## config.mk

```make
export PLATFORM = sky130hd
export DESIGN_NAME = hdlc_rx_frame_buff_flat
export DESIGN_NICKNAME = d
export VERILOG_FILES = /design/src/rtl/hdlc_rx_frame_buff_if.sv /design/src/rtl/hdlc_rx_frame_buff.sv /design/src/flat_wrapper.sv
export SDC_FILE = /design/constraint.sdc
export NUM_CORES = 1
export LEC_CHECK = 0
export ABC_AREA = 1
export CAP_MARGIN = 25
export CORE_ASPECT_RATIO = 0.7
export CORE_UTILIZATION = 30
export CTS_CLUSTER_DIAMETER = 40
export DETAILED_ROUTE_END_ITERATION = 10
export SYNTH_ARGS = -nofsm -noshare
export SYNTH_HDL_FRONTEND = slang
export SYNTH_SLANG_ARGS = --single-unit
```

## constraint.sdc

```tcl
create_clock -name Clk -period 2.23 [get_ports Clk]
set_input_delay 0.3345 -clock Clk [delete_from_list [all_inputs] [get_ports Clk]]
set_output_delay 0.3345 -clock Clk [all_outputs]
set_load 0.01 [all_outputs]
```

## src/rtl/hdlc_rx_frame_buff_if.sv

```systemverilog
// Bus between the HDLC Rx deframer/register port and the single-frame Rx buffer.
interface hdlc_rx_frame_buff_if #(
  parameter int DATA_W = 8,
  parameter int SIZE_W = 8
);
  logic              Rx_WrBuff;
  logic [DATA_W-1:0] Rx_Data;
  logic              Rx_EoF;
  logic              Rx_FCSen;
  logic              Rx_FCSerr;
  logic              Rx_AbortDetect;
  logic              Rx_FrameError;
  logic              Rx_Drop;
  logic              Rx_RdBuff;
  logic [DATA_W-1:0] Rx_DataBuffOut;
  logic              Rx_Ready;
  logic [SIZE_W-1:0] Rx_FrameSize;
  logic              Rx_Overflow;
  logic              Rx_FrameLost;

  modport slave (
    input  Rx_WrBuff, Rx_Data, Rx_EoF, Rx_FCSen, Rx_FCSerr,
    input  Rx_AbortDetect, Rx_FrameError, Rx_Drop, Rx_RdBuff,
    output Rx_DataBuffOut, Rx_Ready, Rx_FrameSize, Rx_Overflow, Rx_FrameLost
  );

  modport master (
    output Rx_WrBuff, Rx_Data, Rx_EoF, Rx_FCSen, Rx_FCSerr,
    output Rx_AbortDetect, Rx_FrameError, Rx_Drop, Rx_RdBuff,
    input  Rx_DataBuffOut, Rx_Ready, Rx_FrameSize, Rx_Overflow, Rx_FrameLost
  );
endinterface

```

## src/rtl/hdlc_rx_frame_buff.sv

```systemverilog
// Single-frame HDLC Rx buffer: collects one frame, strips the FCS, drops bad/runt
// frames and hands the accepted payload to the register read port.
module hdlc_rx_frame_buff #(
  parameter int DEPTH     = 128,
  parameter int DATA_W    = 8,
  parameter int FCS_BYTES = 2,
  parameter int SIZE_W    = $clog2(DEPTH + 1)
) (
  input logic                   Clk,
  input logic                   Rst,
  hdlc_rx_frame_buff_if.slave   bus
);

  localparam int AW = (DEPTH > 1) ? $clog2(DEPTH) : 1;
  localparam logic [SIZE_W-1:0] DEPTH_C = SIZE_W'(DEPTH);
  localparam logic [SIZE_W-1:0] FCS_C   = SIZE_W'(FCS_BYTES);
  localparam logic [SIZE_W-1:0] ONE_C   = SIZE_W'(1);

  typedef enum logic [1:0] {S_EMPTY, S_FILL, S_READY} state_e;

  state_e            state_q, state_d;
  logic [SIZE_W-1:0] wcnt_q, wcnt_d;
  logic [SIZE_W-1:0] rptr_q, rptr_d;
  logic [SIZE_W-1:0] size_q, size_d;
  logic              ovf_q, ovf_d;
  logic              overflow_q, overflow_d;
  logic              lost_q, lost_d;
  logic              lost_seen_q, lost_seen_d;
  logic [DATA_W-1:0] dout_q;

  logic [DATA_W-1:0] mem_q [DEPTH];
  logic              mem_we;
  logic [AW-1:0]     mem_waddr;
  logic              rd_en;

  logic              wr, discard, frame_end, has_room, len_ok;
  logic [SIZE_W-1:0] wcnt_eff, fcs_len, len, rptr_inc;

  assign wr        = bus.Rx_WrBuff;
  assign discard   = bus.Rx_AbortDetect | bus.Rx_FrameError | bus.Rx_Drop;
  assign frame_end = bus.Rx_EoF | bus.Rx_AbortDetect | bus.Rx_FrameError;
  assign has_room  = (wcnt_q < DEPTH_C);
  // End-of-frame length accounts for a word written in the same cycle as Rx_EoF.
  assign wcnt_eff  = wcnt_q + ((wr && has_room) ? ONE_C : '0);
  assign fcs_len   = bus.Rx_FCSen ? FCS_C : '0;
  assign len_ok    = !bus.Rx_FCSerr && (wcnt_eff > fcs_len);
  assign len       = wcnt_eff - fcs_len;
  assign rptr_inc  = rptr_q + ONE_C;

  always_comb begin
    state_d     = state_q;
    wcnt_d      = wcnt_q;
    rptr_d      = rptr_q;
    size_d      = size_q;
    ovf_d       = ovf_q;
    overflow_d  = overflow_q;
    mem_we      = 1'b0;
    mem_waddr   = wcnt_q[AW-1:0];
    rd_en       = 1'b0;
    lost_d      = (state_q == S_READY) && wr && !lost_seen_q;
    lost_seen_d = frame_end ? 1'b0 :
                  ((state_q == S_READY) && wr) ? 1'b1 : lost_seen_q;

    case (state_q)
      S_EMPTY: begin
        if (wr) begin
          mem_we     = 1'b1;
          mem_waddr  = '0;
          wcnt_d     = ONE_C;
          ovf_d      = 1'b0;
          overflow_d = 1'b0;
          state_d    = S_FILL;
        end
      end
      S_FILL: begin
        if (discard) begin
          state_d = S_EMPTY;
          wcnt_d  = '0;
        end else begin
          if (wr) begin
            if (has_room) begin
              mem_we = 1'b1;
              wcnt_d = wcnt_q + ONE_C;
            end else begin
              ovf_d = 1'b1;
            end
          end
          if (bus.Rx_EoF) begin
            state_d = S_EMPTY;
            wcnt_d  = '0;
            if (len_ok) begin
              state_d    = S_READY;
              size_d     = len;
              overflow_d = ovf_q | (wr && !has_room);
              rptr_d     = '0;
            end
          end
        end
      end
      S_READY: begin
        if (bus.Rx_Drop) begin
          state_d = S_EMPTY;
        end else if (bus.Rx_RdBuff) begin
          rd_en  = 1'b1;
          rptr_d = rptr_inc;
          if (rptr_inc == size_q) state_d = S_EMPTY;
        end
      end
      default: state_d = S_EMPTY;
    endcase
  end

  always_ff @(posedge Clk or negedge Rst) begin
    if (!Rst) begin
      state_q     <= S_EMPTY;
      wcnt_q      <= '0;
      rptr_q      <= '0;
      size_q      <= '0;
      ovf_q       <= 1'b0;
      overflow_q  <= 1'b0;
      lost_q      <= 1'b0;
      lost_seen_q <= 1'b0;
      dout_q      <= '0;
    end else begin
      state_q     <= state_d;
      wcnt_q      <= wcnt_d;
      rptr_q      <= rptr_d;
      size_q      <= size_d;
      ovf_q       <= ovf_d;
      overflow_q  <= overflow_d;
      lost_q      <= lost_d;
      lost_seen_q <= lost_seen_d;
      if (rd_en) dout_q <= mem_q[rptr_q[AW-1:0]];
    end
  end

  // Storage has no reset so it can map onto block RAM.
  always_ff @(posedge Clk) begin
    if (mem_we) mem_q[mem_waddr] <= bus.Rx_Data;
  end

  assign bus.Rx_DataBuffOut = dout_q;
  assign bus.Rx_Ready       = (state_q == S_READY);
  assign bus.Rx_FrameSize   = size_q;
  assign bus.Rx_Overflow    = overflow_q;
  assign bus.Rx_FrameLost   = lost_q;

endmodule

```

## src/flat_wrapper.sv

```systemverilog
// flat-port wrapper written by rule: the top's interface ports become plain ports
module hdlc_rx_frame_buff_flat 
#(
  parameter int DEPTH     = 128,
  parameter int DATA_W    = 8,
  parameter int FCS_BYTES = 2,
  parameter int SIZE_W    = $clog2(DEPTH + 1)
)
  (Clk, Rst, bus_Rx_WrBuff, bus_Rx_Data, bus_Rx_EoF, bus_Rx_FCSen, bus_Rx_FCSerr, bus_Rx_AbortDetect, bus_Rx_FrameError, bus_Rx_Drop, bus_Rx_RdBuff, bus_Rx_DataBuffOut, bus_Rx_Ready, bus_Rx_FrameSize, bus_Rx_Overflow, bus_Rx_FrameLost);
  hdlc_rx_frame_buff_if #(.DATA_W(DATA_W), .SIZE_W(SIZE_W)) bus_i ();
  input logic Clk;
  input logic Rst;
  input wire logic [$bits(bus_i.Rx_WrBuff)-1:0] bus_Rx_WrBuff;
  input wire logic [$bits(bus_i.Rx_Data)-1:0] bus_Rx_Data;
  input wire logic [$bits(bus_i.Rx_EoF)-1:0] bus_Rx_EoF;
  input wire logic [$bits(bus_i.Rx_FCSen)-1:0] bus_Rx_FCSen;
  input wire logic [$bits(bus_i.Rx_FCSerr)-1:0] bus_Rx_FCSerr;
  input wire logic [$bits(bus_i.Rx_AbortDetect)-1:0] bus_Rx_AbortDetect;
  input wire logic [$bits(bus_i.Rx_FrameError)-1:0] bus_Rx_FrameError;
  input wire logic [$bits(bus_i.Rx_Drop)-1:0] bus_Rx_Drop;
  input wire logic [$bits(bus_i.Rx_RdBuff)-1:0] bus_Rx_RdBuff;
  output wire logic [$bits(bus_i.Rx_DataBuffOut)-1:0] bus_Rx_DataBuffOut;
  output wire logic [$bits(bus_i.Rx_Ready)-1:0] bus_Rx_Ready;
  output wire logic [$bits(bus_i.Rx_FrameSize)-1:0] bus_Rx_FrameSize;
  output wire logic [$bits(bus_i.Rx_Overflow)-1:0] bus_Rx_Overflow;
  output wire logic [$bits(bus_i.Rx_FrameLost)-1:0] bus_Rx_FrameLost;
  assign bus_i.Rx_WrBuff = bus_Rx_WrBuff;
  assign bus_i.Rx_Data = bus_Rx_Data;
  assign bus_i.Rx_EoF = bus_Rx_EoF;
  assign bus_i.Rx_FCSen = bus_Rx_FCSen;
  assign bus_i.Rx_FCSerr = bus_Rx_FCSerr;
  assign bus_i.Rx_AbortDetect = bus_Rx_AbortDetect;
  assign bus_i.Rx_FrameError = bus_Rx_FrameError;
  assign bus_i.Rx_Drop = bus_Rx_Drop;
  assign bus_i.Rx_RdBuff = bus_Rx_RdBuff;
  assign bus_Rx_DataBuffOut = bus_i.Rx_DataBuffOut;
  assign bus_Rx_Ready = bus_i.Rx_Ready;
  assign bus_Rx_FrameSize = bus_i.Rx_FrameSize;
  assign bus_Rx_Overflow = bus_i.Rx_Overflow;
  assign bus_Rx_FrameLost = bus_i.Rx_FrameLost;
  hdlc_rx_frame_buff #(.DEPTH(DEPTH), .DATA_W(DATA_W), .FCS_BYTES(FCS_BYTES), .SIZE_W(SIZE_W)) u_core (.Clk(Clk), .Rst(Rst), .bus(bus_i));
endmodule
```

# Yosys cells after proc, flatten, opt, wreduce, memory -nomap -nowiden
# Memories as Yosys holds them, arrays and structs flattened. A register that Yosys moved wholly into a read port is not among the register bits.
# Index checks and enable logic that the tools add are counted.
# word_totals
word_cells	101
register_bits	30
input_bits	18
memories	1
ramBits	1024
out_inout_bits	19
# memory_table
name	words	width	read_ports	rd_ports_with_merged_regs	write_ports	line	rtl
u_core.mem_q	128	8	1	1	1	hdlc_rx_frame_buff.sv:31	logic [DATA_W-1:0] mem_q [DEPTH];
# op_classes
n_mux	45
bitwise_logic	6
reduce_logical	19
addsub	4
eq_ne	16
order_cmp	2
# ops
op	count
two-way mux 8 bit	10
one-hot mux 8 bit (2 select lines)	2
two-way mux 1 bit	19
adder 8 x 1 -> 8 bit (second input constant)	2
two-way mux 2 bit	8
two-way mux 7 bit	2
inequality test 2 bit (second input constant)	7
AND reduction 4 bit	3
AND reduction 5 bit	2
adder 8 bit	1
equality test 8 bit	1
> comparator 8 bit	1
less-than comparator 8 bit (second input constant)	1
subtractor 8 bit	1
inequality test 3 x 2 -> 1 bit (second input constant)	2
one-hot mux 1 bit (2 select lines)	3
one-hot mux 2 bit (3 select lines)	1
AND reduction 6 bit	1
nonzero test 2 bit	3
logical AND 1 bit	5
OR 1 bit	5
logical NOT 1 bit	4
inequality test 4 x 2 -> 1 bit (second input constant)	1
inequality test 4 x 3 -> 1 bit (second input constant)	1
other kinds (6)	6

# Logic depth before layout (Yosys ltp)
# Gate-level depths: netlist of the first run.
# logic_depth
word_depth	10
depth_mapped	17
mapped_depth_nobuf	16

# Worst setup path before layout of the first run
# No wires, ideal clock.
# synth_path
path_kind	register to register
start	reg u_core.wcnt_q[7]
end	reg u_core.rptr_q[5]
path_buffers	1
t_arrival_ns	2.065
period_less_slack_ns	2.183
t_required_ns	2.112
setup_slack_ns	0.047
setup_ns	0.118
stages_incl_launch_ff	17
path_cell_list	dfrtp_1 -> nor2_1 -> ha_1 -> ha_1 -> inv_1 -> ha_1 -> inv_1 -> nor2_1 -> o21ai_1 -> nor2_1 -> nand3_1 -> nand2_1 -> nand2_2 -> nand3_4 -> buf_8 -> nand2_1 -> o21ai_2
# synth_between
elab_chain_cells	8
# synth_lines
element	line	rtl
start: declaration	hdlc_rx_frame_buff.sv:22	logic [SIZE_W-1:0] wcnt_q, wcnt_d;
start signal: assignment	hdlc_rx_frame_buff.sv:126	wcnt_q <= wcnt_d;
less-than comparator 8 bit	hdlc_rx_frame_buff.sv:42	assign has_room = (wcnt_q < DEPTH_C);
logical AND 1 bit	hdlc_rx_frame_buff.sv:44	assign wcnt_eff = wcnt_q + ((wr && has_room) ? ONE_C : '0);
two-way mux 1 bit	hdlc_rx_frame_buff.sv:44	
adder 8 bit (*)	hdlc_rx_frame_buff.sv:44	
> comparator 8 bit (*)	hdlc_rx_frame_buff.sv:46	assign len_ok = !bus.Rx_FCSerr && (wcnt_eff > fcs_len);
logical AND 1 bit (*)	hdlc_rx_frame_buff.sv:46	
inequality test 2 x 1 -> 1 bit (no line) (*)	--	
AND reduction 6 bit (no line) (*)	--	
end signal: assignment	hdlc_rx_frame_buff.sv:127	rptr_q <= rptr_d;
end: declaration	hdlc_rx_frame_buff.sv:23	logic [SIZE_W-1:0] rptr_q, rptr_d;
# Every way passes the cells marked *; elsewhere a longest branch is shown, timed or not.
# A chain may end at the register's enable or synchronous reset.

==> flow_summary.toml, run 1 <==
[run_status]
status = "finished with violations"
failed_checks = "setup timing"

[place]
dpl_cell_area_mm2 = 0.0496
io_buffers = 36
gp_congestion = 0.916
dp_slack_ns = -0.884
dp.cells = 6017
dpl.hpwl_mm = 81.4

[critical_path]
end_kind = "register"
cp.required_ns = 2.87
cp_max_fo = 10
critPathLaunchType = "register"
reg2reg_setup_slack_ns = -0.06
setup.worst_path.class = "register to register"
critPathArrivalTime_ns = 2.93
r2r_start = "u_core.rptr_q[0]"
cp-startpoint = "u_core.rptr_q[0]"

[clock_tree]
cts_inserted_buffers = 115
cts_root_buf = "clkbuf_16"
htree_levels = 3
clk_pin_slew_worst_paths_ns = 0.07
cts_sinks = 1062
worst_skew_pair.late_latency_ns = 0.75
clk_path_buf_depth = 3
cts_tree = "built"

[floorplan]
initial_core_util_pct = 30.4
die_area_mm2 = 0.148
rows = 116
die_w_um = 459
io_pins = 37
die_y_um = 322
core_mm2 = 0.144

[global_routing]
grt_remaining_overflow = 0
grt_pass1_vias = 29089
grt_use_met2_pct = 23.6
grt_use_total_pct = 17.2
antenna_found_initial = 2
use_met3_pct = 4.32
grt_pass1_wl_mm = 191
top_usage_layer = "met1"
met1_usage_pct = 26.4
grt_max_degree = 81

[timing]
timing_hold_violations_final = 0
setup_viol = 6
rsz0062_at_grt = "yes"
slew_viol_final = 0
worst_slew_pin_slew_ns = 0.709
setup_ws_ns = -0.0568
max-slew-margin-rel_pct = 52.7
min_period_ns = 2.29
worst_clock_skew_ns = 0.0515
fmax_ghz = 0.437
min_period_over_period_pct = 103

[hold_path]
min_from = "bus_Rx_Data[2]"
hp-class = "input pin to register"

[synth]
synth_top_area_share_pct = 70.2
yosysTopAreaCell = "edfxtp_1"
synth_area_per_cell_um2 = 11.3
syn-cell-area_mm2 = 0.0438
yosys_register_bits = 1062
synthCells = 3859
ys_top_cells_by_area = "edfxtp_1 70%, nand2_1 12%, nand3_1 8.9%, dfrtp_1 2.2%, nor2_1 1.4%"
yosysUniqueCellTypes = 38
synth_edf_count = 1024
synth_fp_nets = 3884
ys_warn_count = 0
yosysSeqAreaShare_pct = 72.4
yosysMostFrequentCell = "nand2_1"
yosys-top-cells-count = "1394 x nand2_1, 1024 x edfxtp_1, 777 x nand3_1"
synth_ff_type = "edfxtp_1"
ys_async_sr_fraction_pct = 3.58

[route]
drt_iter0_markers = 4172
ant_nets = 0
post_drt_wl_per_cell_um = 21.3
wl_mm = 134
vias = 31405
vias_per_cell = 4.99
dr.pass1.iters = 6
drc = 0

[layout]
nets = 4268
diodes = 0
stdcell_area_mm2 = 0.0563
synthToLayoutAreaGrowth_pct = 28.6
drive_above_1_share_pct = 21.8
fin_cells = 6288

[power_and_ir_drop]
ir_drop_v = 0.000749
power.total_w = 0.0497
p_per_area_mw_per_mm2 = 882
p_leak_nw = 20.8

[run]
maxCapViolations = 0
[per-stage QoR]
stage / hold slack [ns] / utilization [%] / TNS (ns)
detailed placement: 0.203 / 34.5 / -498.55
global route: 0.0195 / 39.1 / -1.90
finish: 0.0405 / 39.1 / -0.145
floorplan: 0.0389 / - / 0
CTS: 0.00115 / 37.6 / -0.230
global placement: 0.200 / 34.5 / -468.47
[per-layer routing]
layer / vias up / wire length [µm]
met5: - / 13
met4: 2 / 3020
met3: 233 / 14300
met1: 15396 / 60800
li1: 14251 / -
met2: 1523 / 56000
[cells by family after synthesis]
| group | after synthesis | synth area share (%) |
|---|---|---|
| AO/OA/AOI/OAI | 128 | 1.58 |
| XOR/XNOR | 15 | 0.334 |
| adder cells (fa/ha/maj) | 7 | 0.200 |
| buffers and inverters | 284 | 2.79 |
| flip-flops | 1062 | 72.4 |
| AND/OR/NAND/NOR | 2363 | 22.7 |
[worst paths after layout]
path                                                 to  cells after the start
hold / removal                      u_core.mem_q[58][2]                      1
max in group asynchronous  u_core.bus.Rx_DataBuffOut[2]                      3
setup reg to reg           u_core.bus.Rx_DataBuffOut[7]                     14
min in group asynchronous    u_core.bus.Rx_FrameSize[5]                      3
hold reg to reg                 u_core.bus.Rx_FrameLost                      1
setup / recovery           u_core.bus.Rx_DataBuffOut[7]                     14
[area by class of cell]
class / count / area (µm²)
Multi-Input combinational cell: 2514 / 12300
Clock buffer: 131 / 3000
Clock inverter: 84 / 938
Tap cell: 1947 / 2440
Sequential cell: 1062 / 31700
Inverter: 60 / 267
Timing Repair inverter: 1 / 20.0
Fill cell: 13465 / 87500
Timing Repair Buffer: 489 / 5650
[sequential cells by signal, summed over array words and instances (netlist names), 2 cells and up]
| signal | count |
|---|---|
| u_core.wcnt_q | 8 |
| u_core.bus.Rx_FrameSize | 8 |
| u_core.mem_q | 1024 |
| u_core.bus.Rx_DataBuffOut | 8 |
| u_core.rptr_q | 8 |
| u_core.state_q | 2 |
[layout by cell type (no fill, tap or decap), types with 10 or more instances in the layout]
cell type	Yosys	final
nand2_2	8	33
a21oi_2	1	21
inv_2	4	11
buf_16	0	13
edfxtp_1	1024	1024
clkinvlp_4	0	11
nor2_4	1	23
clkdlybuf4s50_1	0	26
buf_4	5	283
o21ai_0	15	11
xor2_1	10	10
nor2_1	162	111
nand3_2	0	122
o21ai_1	11	11
nand3_1	777	634
bufinv_16	0	11
nand2_1	1394	1361
inv_1	52	40
dfrtp_1	38	34
buf_6	0	55
clkbuf_1	92	12
nand3_4	1	23
nor2_2	2	31
clkinv_1	4	20
clkbuf_16	0	137
buf_12	0	83
a21oi_1	84	64
clkinv_2	0	14
[power by group]
group / leakage (nW) / internal, W / total (W) / switching (W)
clock: 1.89 / 0.0112 / 0.0197 / 0.00857
sequential: 9.71 / 0.0219 / 0.0220 / 0.0000827
combinational: 9.15 / 0.00273 / 0.00793 / 0.00520
[worst max-delay path, stage by stage, from the launching register on]
cell and delay (ns):
dfrtp_4 0.49, buf_6 0.15, buf_12 0.13, clkbuf_16 0.18, buf_4 0.16, nand2_1 0.08
nand2_1 0.09, a21oi_2 0.14, o211ai_1 0.13, nand3_1 0.16, nand3_4 0.15, nand3_2 0.13
nand2_2 0.07, nand2_1 0.07, nand2_1 0.05
[timing repair]
| action | CTS | global route |
|---|---|---|
| pin swaps | 7 | 69 |
| gates resized for setup | 110 | 313 |
| hold buffers | 2 | 0 |
| setup endpoints to repair | 380 | 754 |
| hold endpoints to repair | 38 | 0 |
| buffers inserted | 5 | 22 |
| gates cloned | 3 | 25 |
Power figures use the tool's default switching activity.
==> run 2, diff against run 1 <==
Settings changed: CORE_ASPECT_RATIO 0.7 to 1.25, GPL_TIMING_DRIVEN set to 1.
==> run 2 against run 1 <==
The run still ends with setup timing left; count of clock-buffer cells in the layout up 7; hold slack better by 0.0012 ns; register-to-register slack worse by 0.11 ns; global-route usage about the same; total power down 0.40%; design area fell by 2.2%; clock power rose by 3%; via count fell by 1.8%; wire length fell by 1.5%; setup slack worse by 0.11 ns; critical endpoint is now u_core.bus.Rx_DataBuffOut[5].
==> flow_summary.toml, run 2 (synthesized netlist as in run 1, its figures left out) <==
[power_and_ir_drop]
ir_drop_v = 0.000591
power.total_w = 0.0495
p_per_area_mw_per_mm2 = 899
p_leak_nw = 20.2

[global_routing]
grt_pass1_vias = 29823
grt_remaining_overflow = 0
antenna_found_initial = 0
grt_max_degree = 66
grt_use_total_pct = 17.2
grt_pass1_wl_mm = 190

[critical_path]
reg2reg_setup_slack_ns = -0.17
cp.buffers_inverters = 3
setup.worst_path.class = "register to register"
critPathLaunchType = "register"
path_delay_family = "simple AND/OR/NAND/NOR gates"
critical-path-max-stage-delay_ns = 0.50
critPathArrivalTime_ns = 3.00
end_kind = "register"
cp.required_ns = 2.83
crit_chain = "buf_12, buf_12, buf_12, nand2_1, nand3_1, nand3_1, nand3_1, nand3_2, nand2_1, nand2_1, nand3_2, nand3_2, nand2_1"
cpMaxStageDelayCell = "dfrtp_4"
cp_max_fo = 15
cp_common_cell = "nand2_1"

[floorplan]
initial_core_util_pct = 30.3
die_area_mm2 = 0.147
die_y_um = 429
core_mm2 = 0.145
io_pins = 37
rows = 156
die_w_um = 344

[run_status]
status = "finished with violations"
failed_checks = "setup timing"

[place]
gp_congestion = 0.927
io_buffers = 36
dpl.hpwl_mm = 82.1
dp.cells = 5941

[timing]
worst_clock_skew_ns = 0.0180
worst_slew_pin_slew_ns = 0.880
setup_ws_ns = -0.168
min_period_ns = 2.40
hold_ws_ns = 0.0417
setup-tns-final_ns = -0.866
max-slew-margin-rel_pct = 41.3
timing_hold_violations_final = 0
setup_viol = 10
fmax_ghz = 0.417
rsz0062_at_grt = "yes"
slew_viol_final = 0
min_period_over_period_pct = 108

[hold_path]
hp-class = "input pin to register"

[layout]
fin_cells = 6200
synthToLayoutAreaGrowth_pct = 25.7
largest_reg_flops = 1024
regMostFlops = "u_core.mem_q"
fin_util_pct = 38.1
final_common_cell = "nand2_1"
nets = 4231
diodes = 0
drive_above_1_share_pct = 18.5
final_cell_mix = "1379 x nand2_1, 1024 x edfxtp_1, 694 x nand3_1"
fillers = 13602

[clock_tree]
cts_tree = "built"
cts_inserted_buffers = 116
clk_pin_slew_worst_paths_ns = 0.06
htree_levels = 3
clk_path_buf_depth = 3
cts_sinks = 1062
worst_skew_pair.late_latency_ns = 0.73
cts_root_buf = "clkbuf_16"

[route]
post_drt_wl_per_cell_um = 21.3
vias = 30853
ant_nets = 0
drt_iter0_markers = 3036
wl_mm = 132
drc = 0
vias_per_cell = 4.98
dr.pass1.iters = 6

[run]
maxCapViolations = 0
-- run 2: cell count changes in the layout (fill, tap and decap cells not counted), moves of 9 or more --
cell / previous run / this run
nand3_2: 122 / 78
buf_4: 283 / 295
a21oi_2: 21 / 12
buf_6: 55 / 19
nor2_4: 23 / 4
nor2_1: 111 / 137
a21oi_1: 64 / 73
buf_12: 83 / 70
clkinv_1: 20 / 11
nand3_4: 23 / 7
nand2_1: 1361 / 1379
nand3_1: 634 / 694
nand2_2: 33 / 22
-- run 2: worst paths after layout --
| kind | from | depth (start not counted) | to |
|---|---|---|---|
| hold reg to reg | u_core.lost_seen_q | 1 | u_core.bus.Rx_FrameLost |
| min in group asynchronous | Rst | 2 | u_core.rptr_q[4] |
| setup / recovery | u_core.rptr_q[0] | 13 | u_core.bus.Rx_DataBuffOut[5] |
| max in group asynchronous | Rst | 2 | u_core.rptr_q[0] |
| setup reg to reg | u_core.rptr_q[0] | 13 | u_core.bus.Rx_DataBuffOut[5] |
| hold / removal | bus_Rx_Data[5] | 1 | u_core.mem_q[59][5] |
-- run 2: power breakdown --
group / switching [W] / internal [W] / total [W]
clock network: 0.00809 / 0.0121 / 0.0202
logic: 0.00479 / 0.00250 / 0.00729
registers: 0.0000929 / 0.0219 / 0.0220
total: 0.0130 / 0.0365 / 0.0495
-- run 2: layout make-up --
cell class	instances	area (µm²)	area share, %
flip-flops and latches	1062	31700	57.6
multi-input cells	2514	11600	21.0
repair buffers	451	5050	9.18
clock buffers	138	3090	5.62
well taps	1896	2370	4.31
clock inverters	78	986	1.79
inverters	60	254	0.461
repair inverters	1	11.3	0.0205
-- run 2: metrics by stage --
| stage | cell area (µm²) | worst slack, ns |
|---|---|---|
| after global placement | 49200 | -0.671 |
| final | 55000 | -0.168 |
| after detailed placement | 49200 | -0.617 |
| after global routing | 55000 | -0.176 |
| after floorplan | 43800 | 0.0473 |
| after CTS | 54000 | -0.108 |
-- run 2: what timing repair did --
item / in CTS / in global routing
pin swaps: 3 / 32
resized for setup: 100 / 125
gates cloned: 8 / 18
hold buffers: 1 / 0
buffers inserted: 2 / 14
endpoints found under the setup margin: 116 / 951
endpoints found under the hold margin: 38 / 0
-- run 2: layer usage --
layer | vias up | GRT usage, % | part of all wire [%]
met3 | 287 | 2.28 | 6.7
met1 | 15145 | 21.8 | 40
met4 | 0 | 7.46 | 4.3
met2 | 1259 | 29.2 | 49
met5 | - | 0 | 0
li1 | 14162 | - | -
